## src/rtl/fetch_unit.sv

```systemverilog
// Instruction fetch stage: sync-RAM read pipeline with one-entry skid buffer,
// decode-side stall and branch redirect with a single delay slot.
module fetch_unit #(
  parameter logic [31:0] RESET_PC = 32'h0000_0000
) (
  input  logic        clk,
  input  logic        rst,
  input  logic        stall,
  input  logic        redirect,
  input  logic [31:0] redirect_pc,
  output logic        imem_en,
  output logic [31:0] imem_addr,
  input  logic [31:0] imem_dout,
  output logic [31:0] instr,
  output logic [31:0] pc_out,
  output logic [31:0] pc_plus4,
  output logic        instr_valid
);

  typedef enum logic {RUN, HOLD} state_e;

  localparam logic [31:0] RST_PC =
    RESET_PC & 32'hFFFF_FFFC;

  state_e      state_q, state_d;
  logic [31:0] pc_q, pc_d;
  logic        pend_valid_q, pend_valid_d;
  logic [31:0] pend_pc_q, pend_pc_d;
  logic        skid_valid_q, skid_valid_d;
  logic [31:0] skid_instr_q, skid_instr_d;
  logic [31:0] skid_pc_q, skid_pc_d;
  logic [31:0] instr_q, instr_d;
  logic [31:0] pc_out_q, pc_out_d;
  logic        valid_q, valid_d;

  always_ff @(posedge clk or posedge rst) begin
    if (rst) begin
      state_q      <= RUN;
      pc_q         <= RST_PC;
      pend_valid_q <= 1'b0;
      pend_pc_q    <= 32'h0;
      skid_valid_q <= 1'b0;
      skid_instr_q <= 32'h0;
      skid_pc_q    <= 32'h0;
      instr_q      <= 32'h0;
      pc_out_q     <= 32'h0;
      valid_q      <= 1'b0;
    end else begin
      state_q      <= state_d;
      pc_q         <= pc_d;
      pend_valid_q <= pend_valid_d;
      pend_pc_q    <= pend_pc_d;
      skid_valid_q <= skid_valid_d;
      skid_instr_q <= skid_instr_d;
      skid_pc_q    <= skid_pc_d;
      instr_q      <= instr_d;
      pc_out_q     <= pc_out_d;
      valid_q      <= valid_d;
    end
  end

  always_comb begin
    state_d      = state_q;
    pc_d         = pc_q;
    pend_valid_d = pend_valid_q;
    pend_pc_d    = pend_pc_q;
    skid_valid_d = skid_valid_q;
    skid_instr_d = skid_instr_q;
    skid_pc_d    = skid_pc_q;
    instr_d      = instr_q;
    pc_out_d     = pc_out_q;
    valid_d      = valid_q;
    if (!stall) begin
      state_d = RUN;
      unique case (state_q)
        HOLD: begin
          instr_d      = skid_instr_q;
          pc_out_d     = skid_pc_q;
          valid_d      = skid_valid_q;
          skid_valid_d = 1'b0;
        end
        default: begin
          instr_d  = imem_dout;
          pc_out_d = pend_pc_q;
          valid_d  = pend_valid_q;
        end
      endcase
      // read issued alongside a redirect is the wrong path
      pend_pc_d    = pc_q;
      pend_valid_d = !redirect;
      pc_d = redirect ? (redirect_pc & 32'hFFFF_FFFC)
                      : pc_q + 32'd4;
    end else if (state_q == RUN) begin
      state_d      = HOLD;
      skid_valid_d = pend_valid_q;
      if (pend_valid_q) begin
        skid_instr_d = imem_dout;
        skid_pc_d    = pend_pc_q;
      end
      pend_valid_d = 1'b0;
    end
  end

  assign imem_en     = !rst && !stall;
  assign imem_addr   = pc_q;
  assign instr       = instr_q;
  assign pc_out      = pc_out_q;
  assign instr_valid = valid_q;
  assign pc_plus4    = pc_out_q + 32'd4;

endmodule

```

## config.mk

```make
export PLATFORM = sky130hd
export DESIGN_NAME = fetch_unit
export DESIGN_NICKNAME = d
export VERILOG_FILES = /design/src/rtl/fetch_unit.sv
export SDC_FILE = /design/constraint.sdc
export NUM_CORES = 1
export LEC_CHECK = 0
export ABC_AREA = 1
export CORE_MARGIN = 5
export CORE_UTILIZATION = 65
export CTS_CLUSTER_SIZE = 10
export DETAILED_ROUTE_END_ITERATION = 10
export DONT_BUFFER_PORTS = 1
export HOLD_SLACK_MARGIN = 0.08
export PLACE_DENSITY = 0.81
export SLEW_MARGIN = 30
export SYNTH_ARGS = -nofsm -noshare
export SYNTH_HDL_FRONTEND = slang
export SYNTH_SLANG_ARGS = --single-unit
```

## constraint.sdc

```tcl
create_clock -name clk -period 13.9 [get_ports clk]
set_input_delay 4.17 -clock clk [delete_from_list [all_inputs] [get_ports clk]]
set_output_delay 4.17 -clock clk [all_outputs]
set_load 0.005 [all_outputs]
```

==> results_dict.tcl <==
set metrics [dict create \
    ys_seq_elements 188 \
    synthAdderAreaFrac_pct 0.266 \
    fin_cells 1319 \
    drive_above_1_share_pct 9.25 \
    area_growth_syn_to_layout_pct 6.14 \
    synth_flop_cell "dfrtp_1" \
    cellPowerDensity_nw_per_um2 143 \
    portBuffers 0 \
    synthXorXnorAreaFrac_pct 2.23 \
    grtUsageTotal_pct 27.8 \
    finalWirelength_um 23300 \
    dp_hpwl_um 15800 \
    worstSetupPathType "in -> out" \
    setup_viol 0 \
    crit_cells 1 \
    antenna_cells 0 \
    synth-simple-area-share_pct 22.7 \
    reg2reg_depth 5 \
    core-area_um2 14400 \
    cts_sinks 188 \
    die_area_um2 17000 \
    synth_top_family_by_area "simple AND/OR/NAND/NOR gates" \
    seq_power_share_pct 52.0 \
    period_needed_ns 8.49 \
    synth_area_leaders "dfrtp_1 50%, nand2_1 12%, a21oi_1 6.1%, mux2_2 5.1%, nor2_1 4.1%" \
    yosys_warnings 0 \
    multi_input_comb_area_um2 4060 \
    fin_nets 1193 \
    io_pins 198 \
    final_area_um2 9990 \
    ys_types 36 \
    grt_overflow 0 \
    viasPerCell 5.90 \
    crit_required_ns 9.73 \
    grt_pass1_wl_um 37200 \
    worst_pin_slew_ns 0.941 \
    cpPeakStageDelay_ns 0.14 \
    worstPathArrival_ns 4.32 \
    crit_fanout 163 \
    cp.buffers_inverters 0 \
    crit_chain "nor2_1" \
    synth_seq_area_share_pct 50.0 \
    relSlewSlack_pct 37.2 \
    ctsHoldBuffers 0 \
    post-cts-setup-buffers 0 \
    grt_max_degree 164 \
    status "completed" \
    crit_path_top_delay_cell "nor2_1" \
    whs_ns 0.488 \
    syn_avg_cell_area_um2 8.17 \
    gp_congestion 0.943 \
    pre_cts_slack_ns 5.41 \
    row_count 44 \
    antenna_found_initial 0 \
    switching_share_pct 30.6 \
    first_global_vias 7200 \
    cts.clk_slew.worst_paths_ns 0.06 \
    intPower_uw 988 \
    ys_async_sr_fraction_pct 100 \
    cts_root_buf "clkbuf_16" \
    max_freq_mhz 118 \
    min_period_over_period_pct 61.1 \
    slew_violations 0 \
    clockBufferDepth 2 \
    irDropWorstVdd_mv 0.0813 \
    vias 7776 \
    drtIter0Drc 729 \
    synth_edf_count 0 \
    die_w_um 130 \
    dr.pass1.iters 5 \
    critPathTopFamily "simple AND/OR/NAND/NOR gates" \
    yosysTopAreaCell "dfrtp_1" \
    drv_cap 0 \
    cts_made_buffers 17 \
    total_power_mw 1.42 \
    die_h_um 130 \
    syn_area_um2 9410 \
    fin_util_pct 69.5 \
    post_cts_resized 0 \
    p_leak_nw 4.67 \
    fillerInstances 1182 \
    seq_area_um2 4710 \
    startpoint_type "input pin" \
    hold_viol_final 0 \
    holdPathStages 2 \
    insertion_delay_ns 0.43 \
    setup_tns_ns 0 \
    dpl.cell_count 1288 \
    hold_class "reg -> reg" \
    cts_tree "yes" \
    pwr-share-comb_pct 15.7 \
    p_sw_uw 437 \
    cp-end-kind "primary output" \
    route.detailed.drc 0 \
    fin_skew_ns 0.00777 \
    yosysTopAreaCellShare_pct 50.0 \
    rsz0062_at_grt "false" \
    layout_setup_ws_ns 5.41 \
    h-tree-depth 4 \
    synth_compound_area_share_pct 12.5 \
    placed_cell_area_um2 9430 \
    syn_inst 1152 \
    synthMuxAreaShare_pct 5.15 \
    ant_nets 0 \
    power_frac_clock_pct 32.3 \
    wire_per_inst_um 17.7 \
    start_util_pct 65.5 \
]
==> registers in the layout (all words and copies together), names as in the netlist <==
register	cells
skid_pc_q	30
imem_addr	30
pend_pc_q	30
instr_valid	1
state_q	1
skid_instr_q	32
pc_out	30
instr	32
skid_valid_q	1
pend_valid_q	1
==> power groups by stage <==
stage	logic, mW	registers [mW]	clock network [mW]
finish	0.224	0.741	0.460
global route	0.257	0.754	0.493
CTS	0.225	0.740	0.466
detailed placement	0.223	0.750	0
global placement	0.215	0.744	0
floorplan	0.190	0.718	0
==> Yosys cell counts, types with 5 or more instances <==
| master | count |
|---|---|
| nor2_1 | 102 |
| buf_1 | 7 |
| o21ai_0 | 61 |
| nor3_1 | 21 |
| nand2_1 | 313 |
| nor2_2 | 6 |
| xor2_1 | 24 |
| a21oi_1 | 114 |
| nand3_1 | 57 |
| dfrtp_1 | 188 |
| buf_2 | 12 |
| buf_4 | 11 |
| mux2_2 | 43 |
| a22oi_1 | 24 |
| inv_1 | 99 |
| nor2_4 | 5 |
| clkbuf_1 | 27 |
==> placed cells by master, fill, tap and decap left out, types with 17 or more instances in the layout <==
cell,instances
dfrtp_1,187
nand3_1,57
o21ai_0,61
inv_1,98
clkbuf_16,17
nor3_1,21
xor2_1,24
nor2_1,102
a21oi_1,114
nand2_1,312
mux2_2,43
a22oi_1,24
==> path summary, 6_finish.rpt <==
| kind | start | end | slack, ns |
|---|---|---|---|
| setup / recovery | stall | imem_en | 5.41 |
| min in group asynchronous | rst | imem_addr[14] | 3.73 |
| max in group asynchronous | rst | state_q | 9.02 |
| hold reg to reg | skid_pc_q[22] | skid_pc_q[22] | 0.49 |
| hold / removal | skid_pc_q[22] | skid_pc_q[22] | 0.49 |
| setup reg to reg | pend_valid_q | skid_pc_q[7] | 11.68 |
==> routing by layer <==
metal  vias to the layer above  GRT usage, %  routed length (um)
met5                         -             0                   0
met4                         0          7.89                 431
met3                        39          7.08                2150
met2                       365          40.5               10600
met1                      3707          41.5               10100
li1                       3665             -                   -
==> worst register-to-register path, stage by stage (launching register included) <==
cell and delay (ns):
dfrtp_1 0.37, inv_1 0.08, nor2_1 0.06, nand2_2 0.64, buf_4 0.55, mux2_2 0.41
==> area by class of cell <==
class / count / area share [%]
clock buffer: 20 / 4.47
multi-input combinational: 807 / 40.6
tap: 184 / 2.30
sequential: 188 / 47.1
timing repair buffer: 5 / 0.413
clock inverter: 11 / 1.08
inverter: 104 / 3.98
==> kinds of logic (layout without fill, tap and decap cells) <==
group	after synthesis	in the layout
adder cells (fa/ha/maj)	2	2
flip-flops	188	188
buffers and inverters	162	140
XOR/XNOR	24	24
AO/OA/AOI/OAI	215	215
AND/OR/NAND/NOR	517	517
other	1	6
multiplexers	43	43
Power figures use the tool's default switching activity.
